$ cat src/rtl/tanh_pkg.sv
// Shared constants and helpers for the tanh piecewise-linear activation blocks.
// Values use signed Q2.(WIDTH-2) format, so ONE = 1 << (WIDTH-2).
package tanh_pkg;

  // Per-sample mode encoding; code 3 behaves like MODE_EXACT
  localparam logic [1:0] MODE_EXACT  = 2'd0;
  localparam logic [1:0] MODE_APPROX = 2'd1;
  localparam logic [1:0] MODE_CLAMP  = 2'd2;

  // Unity in Q2.(width-2)
  function automatic int seg_one(input int width);
    return 32'sd1 <<< (width - 32'sd2);
  endfunction

  // End of the identity segment: 0.5 * ONE
  function automatic int seg_lin_th(input int width);
    return seg_one(width) >>> 32'sd1;
  endfunction

  // Start of the saturated segment: 1.5 * ONE
  function automatic int seg_sat_th(input int width);
    return seg_one(width) + (seg_one(width) >>> 32'sd1);
  endfunction

endpackage

$ cat src/rtl/tanh_pwl_core.sv
// Combinational three-segment tanh magnitude approximation.
// Takes |x| in WIDTH+1 bits (so |-2.0| is representable) and returns a
// magnitude in [0, ONE], which always fits in WIDTH bits.
module tanh_pwl_core
  import tanh_pkg::*;
#(
  parameter int WIDTH = 8
) (
  input  logic [WIDTH:0]   mag,
  input  logic [1:0]       mode,
  output logic [WIDTH-1:0] m
);

  localparam logic [WIDTH:0] ONE_W  = (WIDTH+1)'(seg_one(WIDTH));
  localparam logic [WIDTH:0] TH_LIN = (WIDTH+1)'(seg_lin_th(WIDTH));
  localparam logic [WIDTH:0] TH_SAT = (WIDTH+1)'(seg_sat_th(WIDTH));

  // Segment select: clamp-only mode is min(|x|, ONE); otherwise identity, half-slope, or saturate
  always_comb begin
    m = '0;
    if (mode == MODE_CLAMP) begin
      if (mag > ONE_W) begin
        m = WIDTH'(ONE_W);
      end else begin
        m = WIDTH'(mag);
      end
    end else begin
      if (mag < TH_LIN) begin
        m = WIDTH'(mag);
      end else if (mag < TH_SAT) begin
        m = WIDTH'((mag >> 1) + (ONE_W >> 2));
      end else begin
        m = WIDTH'(ONE_W);
      end
    end
  end

endmodule

$ cat src/rtl/tanh_pwl_pipe.sv
// Three-stage valid/ready pipeline computing a piecewise-linear tanh.
// Stage 1: sign and |x|; stage 2: segment magnitude; stage 3: optional LSB
// truncation and sign restore. Each stage holds while the next is stalled.
module tanh_pwl_pipe
  import tanh_pkg::*;
#(
  parameter int WIDTH       = 8,
  parameter int APPROX_LSBS = 2
) (
  input  logic             clk,
  input  logic             rst_n,
  input  logic             in_valid,
  output logic             in_ready,
  input  logic [WIDTH-1:0] in_data,
  input  logic [1:0]       in_mode,
  output logic             out_valid,
  input  logic             out_ready,
  output logic [WIDTH-1:0] out_data,
  output logic [15:0]      sat_count
);

  localparam logic [WIDTH:0]   TH_SAT      = (WIDTH+1)'(seg_sat_th(WIDTH));
  localparam logic [WIDTH-1:0] APPROX_MASK = ~WIDTH'((32'd1 << APPROX_LSBS) - 32'd1);

  logic             s1_valid;
  logic             s1_sign;
  logic [WIDTH:0]   s1_mag;
  logic [1:0]       s1_mode;
  logic             s2_valid;
  logic             s2_sign;
  logic             s2_approx;
  logic [WIDTH-1:0] s2_m;

  logic             s1_ready;
  logic             s2_ready;
  logic             s3_ready;
  logic             in_fire;
  logic [WIDTH:0]   in_ext;
  logic [WIDTH:0]   in_mag;
  logic [WIDTH-1:0] core_m;
  logic [WIDTH-1:0] m_mask;
  logic [WIDTH-1:0] y_next;

  // A stage may load when it is empty or its content moves on this cycle
  assign s3_ready = ~out_valid | out_ready;
  assign s2_ready = ~s2_valid | s3_ready;
  assign s1_ready = ~s1_valid | s2_ready;
  assign in_ready = s1_ready;
  assign in_fire  = in_valid & in_ready;

  // Sign-extend before negating so -2.0 becomes +2.0 rather than wrapping
  assign in_ext = {in_data[WIDTH-1], in_data};
  assign in_mag = in_data[WIDTH-1] ? (-in_ext) : in_ext;

  // Stage 1: capture sign, widened magnitude and the sample's mode
  always_ff @(posedge clk or negedge rst_n) begin
    if (!rst_n) begin
      s1_valid <= 1'b0;
      s1_sign  <= 1'b0;
      s1_mag   <= '0;
      s1_mode  <= MODE_EXACT;
    end else if (s1_ready) begin
      s1_valid <= in_valid;
      if (in_valid) begin
        s1_sign <= in_data[WIDTH-1];
        s1_mag  <= in_mag;
        s1_mode <= in_mode;
      end
    end
  end

  tanh_pwl_core #(
    .WIDTH (WIDTH)
  ) u_core (
    .mag  (s1_mag),
    .mode (s1_mode),
    .m    (core_m)
  );

  // Stage 2: register the segment magnitude; only the approx flag of the mode is still needed
  always_ff @(posedge clk or negedge rst_n) begin
    if (!rst_n) begin
      s2_valid  <= 1'b0;
      s2_sign   <= 1'b0;
      s2_approx <= 1'b0;
      s2_m      <= '0;
    end else if (s2_ready) begin
      s2_valid <= s1_valid;
      if (s1_valid) begin
        s2_sign   <= s1_sign;
        s2_approx <= (s1_mode == MODE_APPROX);
        s2_m      <= core_m;
      end
    end
  end

  // Truncate magnitude in approx mode, then restore sign (symmetric about zero)
  always_comb begin
    m_mask = s2_m;
    y_next = '0;
    if (s2_approx) begin
      m_mask = s2_m & APPROX_MASK;
    end else begin
      m_mask = s2_m;
    end
    if (s2_sign) begin
      y_next = -m_mask;
    end else begin
      y_next = m_mask;
    end
  end

  // Stage 3: registered output, held while downstream stalls
  always_ff @(posedge clk or negedge rst_n) begin
    if (!rst_n) begin
      out_valid <= 1'b0;
      out_data  <= '0;
    end else if (s3_ready) begin
      out_valid <= s2_valid;
      if (s2_valid) begin
        out_data <= y_next;
      end
    end
  end

  // Saturating count of accepted samples at or beyond the saturation threshold
  always_ff @(posedge clk or negedge rst_n) begin
    if (!rst_n) begin
      sat_count <= 16'd0;
    end else if (in_fire && (in_mag >= TH_SAT) && (sat_count != 16'hFFFF)) begin
      sat_count <= sat_count + 16'd1;
    end
  end

endmodule

$ cat config.mk
export PLATFORM = sky130hd
export DESIGN_NAME = tanh_pwl_pipe
export DESIGN_NICKNAME = d
export VERILOG_FILES = /design/src/rtl/tanh_pkg.sv /design/src/rtl/tanh_pwl_core.sv /design/src/rtl/tanh_pwl_pipe.sv
export SDC_FILE = /design/constraint.sdc
export NUM_CORES = 1
export LEC_CHECK = 0
export BUFFER_PORTS_ARGS = -buffer_cell sky130_fd_sc_hd__buf_2
export CAP_MARGIN = 20
export CORE_ASPECT_RATIO = 0.7
export CORE_UTILIZATION = 45
export CTS_CLUSTER_DIAMETER = 80
export DETAILED_ROUTE_END_ITERATION = 10
export PLACE_DENSITY_LB_ADDON = 0.25
export SYNTH_ARGS = -nofsm -noshare
export SYNTH_HDL_FRONTEND = slang
export SYNTH_SLANG_ARGS = --single-unit
$ cat constraint.sdc
create_clock -name clk -period 2.2 [get_ports clk]
set_clock_uncertainty 0.2 [all_clocks]
set_input_delay 0.44 -clock clk [delete_from_list [all_inputs] [get_ports clk]]
set_output_delay 0.44 -clock clk [all_outputs]
set_load 0.05 [all_outputs]
**Word level (Yosys, flattened, before mapping)**

Index checks and enable logic that the tools add are counted.

- Add/sub/neg operators: 4
- $lt $le $gt $ge: 4
- Equal/unequal tests: 3
- Muxes and demuxes: 7
- Bitwise gates (word level): 7
- Reduce and logical (&&, ||, !) cells: 5

Operator list:

| operator | number |
|---|---|
| 8-bit two-way mux | 5 |
| 16-bit by 1-bit adder with 16-bit output (second input constant) | 1 |
| 16-bit inequality test (second input constant) | 1 |
| 9-bit by 7-bit greater-or-equal comparator with 1-bit output (second input constant) | 1 |
| 9-bit by 7-bit greater-than comparator with 1-bit output (second input constant) | 1 |
| 9-bit by 6-bit less-than comparator with 1-bit output (second input constant) | 1 |
| 9-bit by 7-bit less-than comparator with 1-bit output (second input constant) | 1 |
| 9-bit two-way mux | 1 |
| 9-bit negation | 1 |
| 8-bit by 5-bit adder with 8-bit output (second input constant) | 1 |
| 8-bit negation | 1 |
| 2-bit AND reduction | 3 |
| 1-bit NOT | 3 |
| 1-bit OR | 3 |
| 2-bit by 1-bit equality test with 1-bit output (second input constant) | 1 |
| 2-bit equality test (second input constant) | 1 |
| 1-bit logical AND | 2 |
| 2-bit two-way mux | 1 |
| 1-bit AND | 1 |

- Bits in registers: 49
- Input port bits: 14
- Output and inout bits: 26
- Logic and storage cells: 41

**Logic depth before layout (Yosys ltp)**

Gate-level depths: netlist of the first run.

- Depth in word-level cells: 7
- Depth in mapped cells: 8
- Gate-level depth less buffers: 7

**By module**

From an unflattened synthesis of the first run, not the netlist that was laid out.

- Cells, all modules: 264
- Area total of the unflattened synthesis: 2665.1 sq um

Modules (own cells, without submodules):

| module | instances | cells each | area an instance (sq um) | sequential area each (sq um) |
|---|---|---|---|---|
| tanh_pwl_pipe | 1 | 224 | 2392.3 | 1226.2 |
| tanh_pwl_core | 1 | 40 | 272.8 | 0.0 |

**Least setup slack after synthesis of the first run**

No wires, ideal clock.

- Path kind: reg-to-reg
- Start: register out_valid
- End: register sat_count[1]
- Setup time: 0.125 ns
- Arrival time: 2.269 ns
- Slack: -0.394 ns
- Cell stages (with the launch flop): 6
- Period minus slack after synthesis: 2.594 ns
- Cell sequence: dfrtp_1 -> nand4b_1 -> and2_1 -> buf_2 -> nand3_2 -> mux2_4

- Word-level cells in the longest chain between the ends: 7

Ends and longest elaborated chain:

| element | RTL line | text |
|---|---|---|
| start, declared | tanh_pwl_pipe.sv:16 | `output logic out_valid,` |
| start signal, assigned | tanh_pwl_pipe.sv:119 | `out_valid <= s2_valid;` |
| 1-bit NOT | tanh_pwl_pipe.sv:45 | `assign s3_ready = ~out_valid \| out_ready;` |
| 1-bit OR | tanh_pwl_pipe.sv:45 |  |
| 1-bit OR | tanh_pwl_pipe.sv:46 | `assign s2_ready = ~s2_valid \| s3_ready;` |
| 1-bit OR | tanh_pwl_pipe.sv:47 | `assign s1_ready = ~s1_valid \| s2_ready;` |
| via in_ready | tanh_pwl_pipe.sv:13 | `output logic in_ready,` |
| 1-bit AND | tanh_pwl_pipe.sv:49 | `assign in_fire = in_valid & in_ready;` |
| 1-bit logical AND (2 in a row) | tanh_pwl_pipe.sv:130 | `end else if (in_fire && (in_mag >= TH_SAT) && (sat_count != 16'hFFFF)) begin` |
| end signal, assigned | tanh_pwl_pipe.sv:131 | `sat_count <= sat_count + 16'd1;` |
| end, declared | tanh_pwl_pipe.sv:19 | `output logic [15:0] sat_count` |

The timed path passes the listed nets, and every way through them passes these cells.
A chain may end at the register's enable or synchronous reset.

**Worst setup path after layout of the first run**

- Start: register s1_mag[6]
- End: register s2_m[4]

- Word-level cells in the longest chain between the ends: 4
- Elaborated cells between the ends (all ways): 7

Ends and longest elaborated chain:

| element | RTL line | text |
|---|---|---|
| start, declared | tanh_pwl_pipe.sv:27 | `logic [WIDTH:0] s1_mag;` |
| start signal, assigned | tanh_pwl_pipe.sv:66 | `s1_mag <= in_mag;` |
| 9-bit by 7-bit less-than comparator with 1-bit output | tanh_pwl_core.sv:30 | `end else if (mag < TH_SAT) begin` |
| 8-bit two-way mux | tanh_pwl_core.sv:30 |  |
| 8-bit two-way mux | tanh_pwl_core.sv:28 | `if (mag < TH_LIN) begin` |
| 8-bit two-way mux (*) | tanh_pwl_core.sv:21 | `if (mode == MODE_CLAMP) begin` |
| end signal, assigned | tanh_pwl_pipe.sv:92 | `s2_m <= core_m;` |
| end, declared | tanh_pwl_pipe.sv:32 | `logic [WIDTH-1:0] s2_m;` |

Every way passes the cells marked *; elsewhere a longest branch is shown, timed or not.

==> results of run 1 <==
-- kinds of logic after synthesis --
group | Yosys count
and+or+nand+nor | 114
adders and majority gates | 6
buffers and inverters | 16
AOI/OAI and AO/OA | 51
DFF | 49
muxes | 4
xor gates and xnor gates | 26
-- critical path: stages, from the launching register on --
cell,delay [ns]
dfrtp_1,0.46
inv_1,0.11
ha_1,0.22
or3_1,0.45
nor3_4,0.22
a22oi_1,0.13
o31ai_1,0.23
-- worst max-delay path by stage --
stage / start / to / slack (ns) / cells after the start
2_1_floorplan: out_valid / sat_count[1] / -0.13 / 5
3_3_place_gp: in_data[0] / sat_count[2] / -0.001 / 9
3_5_place_dp: in_data[0] / sat_count[7] / -0.05 / 9
4_1_cts: s1_mag[6] / s2_m[4] / 0.09 / 6
5_1_grt: s1_mag[6] / s2_m[4] / -0.01 / 6
6_report: s1_mag[6] / s2_m[4] / 0.11 / 6
-- area by class of cell --
type	count	area [um2]	area share, %
Clock inverter	2	38.8	1.22
Tap cell	72	90.1	2.84
Clock buffer	6	72.6	2.29
Timing Repair Buffer	58	353	11.1
Multi-Input combinational cell	201	1370	43.1
Sequential cell	49	1230	38.7
Inverter	6	22.5	0.710
-- registers in the layout, indices dropped and copies added (netlist names) --
name,count
s1_mag,9
s1_sign,1
s1_mode,2
s2_approx,1
s2_valid,1
out_valid,1
s1_valid,1
s2_m,8
sat_count,16
out_data,8
s2_sign,1
-- cells in the final DEF (no fill, tap or decap), drive strengths merged, types with 7 or more instances in the layout --
| cell | n |
|---|---|
| nand2 | 42 |
| nand3 | 9 |
| buf | 57 |
| nor2 | 12 |
| xor2 | 8 |
| a22o | 8 |
| dfrtp | 49 |
| nand4 | 11 |
| nand2b | 7 |
| o21ai | 21 |
| xnor2 | 18 |
-- metal layers --
metal	part of all wire (%)	wire length [um]	global-route usage (%)
met5	0	0	0
met4	0.76	41	4.62
met3	5.1	273	4.14
met2	40	2170	27.0
met1	54	2910	29.0
-- what timing repair did --
item | 4_1_cts | 5_1_grt
hold buffers | 1 | 0
endpoints found under the hold margin | 13 | 0
setup buffers | 0 | 0
gates resized for setup | 0 | 2
endpoints found under the setup margin | 0 | 3
-- power by group through the flow --
stage / Clock [uW] / Combinational (uW) / Sequential, uW
2_1_floorplan: 0 / 481 / 1610
3_3_place_gp: 0 / 1070 / 1270
3_5_place_dp: 0 / 1090 / 1280
4_1_cts: 649 / 1090 / 1260
5_1_grt: 693 / 1190 / 1300
6_report: 631 / 1090 / 1260
-- per-stage QoR --
step                total power, uW  cells  hold slack, ns  worst slack [ns]  util (%)
floorplan                      2090    266         -0.0556            -0.132         -
global placement               2340    385           0.162          -0.00133      55.7
detailed placement             2370    385           0.165           -0.0479      55.7
CTS                            3000    394           0.140            0.0899      58.0
global route                   3180    394           0.133           -0.0125      58.2
finish                         2980    394           0.146             0.108      58.2
==> impl_metrics.ini, run 1 <==
[synthesis]
synth_top_area_share_pct = 46.3
yosysSeqAreaShare_pct = 46.3
synthMuxAreaShare_pct = 1.75
synth_ff_type = dfrtp_1
syn_area_per_cell_um2 = 9.95
synthXorXnorAreaFrac_pct = 8.61
synth_top_family_by_area = simple AND/OR/NAND/NOR gates
synthTopCellsByArea = dfrtp_1 (46%), nand2_1 (6.0%), xnor2_1 (6.0%)
synth_fa_ha_area_share_pct = 2.84
yosys.area_share.simple_pct = 23.7
yosys_warnings = 0
synth_edf_count = 0
yosysMostFrequentCell = dfrtp_1
netlist_instances = 266
synth_compound_area_share_pct = 13.8
async_flop_share_pct = 100
synth_commonest_cells = dfrtp_1 (49), nand2_1 (42), o21ai_0 (21)
synth.net_count = 286
ys_seq_elements = 49
netlist_area_um2 = 2650
synth_area_leader_cell = dfrtp_1
ys_types = 49

[pwr]
clock_power_share_pct = 21.2
switching_share_pct = 40.1
combPwrFrac_pct = 36.5
power_density_nw_per_um2 = 940
p_sw_uw = 1200
p_int_uw = 1790
seq_power_share_pct = 42.4
vdd_drop_max_mv = 0.325
p_leak_uw = 0.00150

[global_routing]
antenna_found_initial = 0
overflow = 0
grt_pass1_vias = 1851
grtUsageTotal_pct = 19.0
grt_max_degree = 37
grt_pass1_wl_um = 8960

[drt]
drtIter0Drc = 99
wl_per_cell_um = 13.7
vias_per_cell = 5.36
totalWireLength_um = 5400
drc = 0
ant_nets = 0
vias = 2110
drt-pass1-iter-count = 4

[timing]
max-slew-margin-rel_pct = 69.7
worst-slew-pin-transition_ns = 0.454
finalHoldViolations = 0
fmax_ghz = 0.478
drv_slew = 0
period_share_pct = 95.1
fin_tns_setup_ns = 0
finalSetupViolCount = 0
min_period_ns = 2.09

[cts]
cts_tree = yes
cts_inserted_buffers = 5
root_buffer = clkbuf_8
clkLatencyLatePin_ns = 0.30
cts.clk_slew.worst_paths_ns = 0.09
cts.htree.levels = 2
clk_path_buf_depth = 2
cts_sinks = 49

[placed_design]
hpwl_um = 4080
gp_congestion = 0.804
place_area_um2 = 3040
io_buffers = 39

[setup_path]
worstPathRequired_ns = 2.21
path_class = flip-flop to flip-flop
rrSetupSlack_ns = 0.11
reg2reg_to = s2_m[4]
critPathArrivalTime_ns = 2.10
r2r_cells = 6
endpoint_kind = flip-flop
cp_max_fo = 7
critPathLaunchType = flip-flop
r2r_start = s1_mag[6]

[cells_and_area]
finish.net_count = 341
diodes = 0
layout-drive-gt1-share_pct = 24.8
syn_to_final_growth_pct = 20.0
fill_cells = 480
post-route-cell-area_um2 = 3170

[floorplan]
die_h_um = 66.2
coreArea_um2 = 5450
rows = 22
fp.dieW_um = 93.7
die-area_um2 = 6200
io-pin-count = 40
start_util_pct = 48.6

[worst_hold_path]
hold_depth = 3
hold_path_end = s1_mode[1]
hold_path_startpoint = in_mode[1]
hold_path.class = input port to flip-flop

[job]
drv_cap = 0

[status]
status = finished, final reports clean
Power figures use the tool's default switching activity.
==> run 2, diff against run 1 <==
==> constraint.sdc (replaced) <==
create_clock -name clk -period 2.2 [get_ports clk]
set_clock_uncertainty 0.2 [all_clocks]
set_input_delay 0.44 -clock clk [delete_from_list [all_inputs] [get_ports clk]]
set_output_delay 0.44 -clock clk [all_outputs]
set_load 0.1 [all_outputs]
==> run 2 against run 1 <==
Compared with the run above: total power is 14% higher; clock power up 3.3%; sequential share of layout area hardly changed; routed wire length increased by 2.3%; utilization increased by 0.11 points; sequential cell count unchanged; cell count rose by 0.25%; die area is the same; largest cell class unchanged; highest routed layer unchanged.
==> impl_metrics.ini, run 2 (synthesis gave the netlist of run 1 again) <==
[status]
status = finished, final reports clean

[setup_path]
endpoint_kind = output port
cpPeakStageDelay_ns = 0.50
crit_chain = nand4b_1, buf_2
critPathLaunchType = flip-flop
path_class = flip-flop to output port
cp_max_fo = 5
crit_slowest_cell = dfrtp_4
worstPathRequired_ns = 1.56
critPathArrivalTime_ns = 1.46

[drt]
totalWireLength_um = 5520
drc = 0
drtIter0Drc = 161
drt-pass1-iter-count = 4
vias = 2079
ant_nets = 0
vias_per_cell = 5.26
wl_per_cell_um = 14.0

[global_routing]
antenna_found_initial = 0
grt_pass1_wl_um = 9400
grt_max_degree = 26
grtUsageTotal_pct = 20.1
overflow = 0
grt_pass1_vias = 1932

[cts]
post_cts_buffers = 0
cts.clk_slew.worst_paths_ns = 0.10
cts.htree.levels = 2
clk_path_buf_depth = 2
cts_tree = yes
cts_inserted_buffers = 5
cts_sinks = 49
root_buffer = clkbuf_8
clkLatencyLatePin_ns = 0.31

[cells_and_area]
top_register = sat_count
fin_util_pct = 58.4
layout_common_cells = dfrtp_1 (48), nand2_1 (41), buf_2 (39)
top_regs = sat_count (16), s1_mag (9)
layout_commonest_cell = dfrtp_1
syn_to_final_growth_pct = 20.2
layout-drive-gt1-share_pct = 24.8
finish.net_count = 342
post-route-cell-area_um2 = 3180
diodes = 0
largest_register_ffs = 16

[floorplan]
die_h_um = 66.2
fp.dieW_um = 93.7
start_util_pct = 48.6
io-pin-count = 40
die-area_um2 = 6200
coreArea_um2 = 5450
rows = 22

[pwr]
vdd_drop_max_mv = 0.445
p_leak_uw = 0.00151
power_density_nw_per_um2 = 1070
power_uw = 3410

[timing]
period_share_pct = 95.5
finalSetupViolCount = 0
worst-slew-pin-transition_ns = 0.594
drv_slew = 0
min_period_ns = 2.10
hold_ws_ns = 0.137
finalHoldViolations = 0
fmax_ghz = 0.476
max-slew-margin-rel_pct = 60.4
fin_ws_ns = 0.0983

[placed_design]
pre_cts_slack_ns = -0.0604
gp_congestion = 0.798
place_area_um2 = 3040
hpwl_um = 4230
io_buffers = 39

[worst_hold_path]
hold_path.class = input port to flip-flop

[job]
drv_cap = 0
-- run 2: cell count changes in the layout (fill, tap and decap cells not counted) --
cell     before  now
buf_4        17   18
dfrtp_1      47   48
dfrtp_2       2    0
dfrtp_4       0    1
nand2_1      42   41
nand2_2       0    1
nor3_1        0    1
nor3_2        1    0
-- run 2: timing repair --
item,in CTS,in global routing
endpoints found under the setup margin,0,15
hold buffers,1,0
gates resized for setup,0,3
hold endpoints to repair,24,0
-- run 2: per-stage QoR --
stage / TNS [ns] / cells
final: 0 / 395
after global routing: -0.0177 / 395
after CTS: 0 / 395
after detailed placement: -0.299 / 386
after global placement: -0.0547 / 386
after floorplan: -19.10 / 266
-- run 2: path summary, 6_finish.rpt --
kind	startpoint	to	slack (ns)	cells past startpoint
max reg2reg	sat_count[0]	sat_count[1]	0.14	6
min in group asynchronous	rst_n	out_valid	0.46	2
min reg2reg	out_data[7]	out_data[7]	0.28	2
min	in_mode[0]	s1_mode[0]	0.14	3
max	out_valid	in_ready	0.1	2
max in group asynchronous	rst_n	s1_mag[2]	0.79	3
-- run 2: area by class of cell --
| type | count | area, um2 |
|---|---|---|
| fillers | 518 | 2270 |
| multi-input cells | 201 | 1370 |
| flip-flops and latches | 49 | 1230 |
| repair buffers | 59 | 360 |
| well taps | 72 | 90.1 |
| clock buffers | 6 | 72.6 |
| clock inverters | 2 | 38.8 |
| inverters | 6 | 22.5 |
-- run 2: worst max-delay path: cells and delay by family, from the launching register on --
kind / cells / cell delay, ns
DFF: 1 / 0.50
buffers and inverters: 1 / 0.46
and+or+nand+nor: 1 / 0.18
-- run 2: layer usage --
layer	GRT usage [%]	up-vias	part of all wire, %
li1	-	1054	-
met1	29.3	962	53
met2	28.7	56	40
met3	5.52	7	5.7
met4	6.35	0	1.1
met5	0	-	0
-- run 2: where the power goes --
part | switching [uW] | total [uW] | leakage [uW] | internal, uW
logic | 1140 | 1490 | 0.000826 | 357
clock network | 311 | 652 | 0.0000554 | 342
registers | 181 | 1270 | 0.000629 | 1090
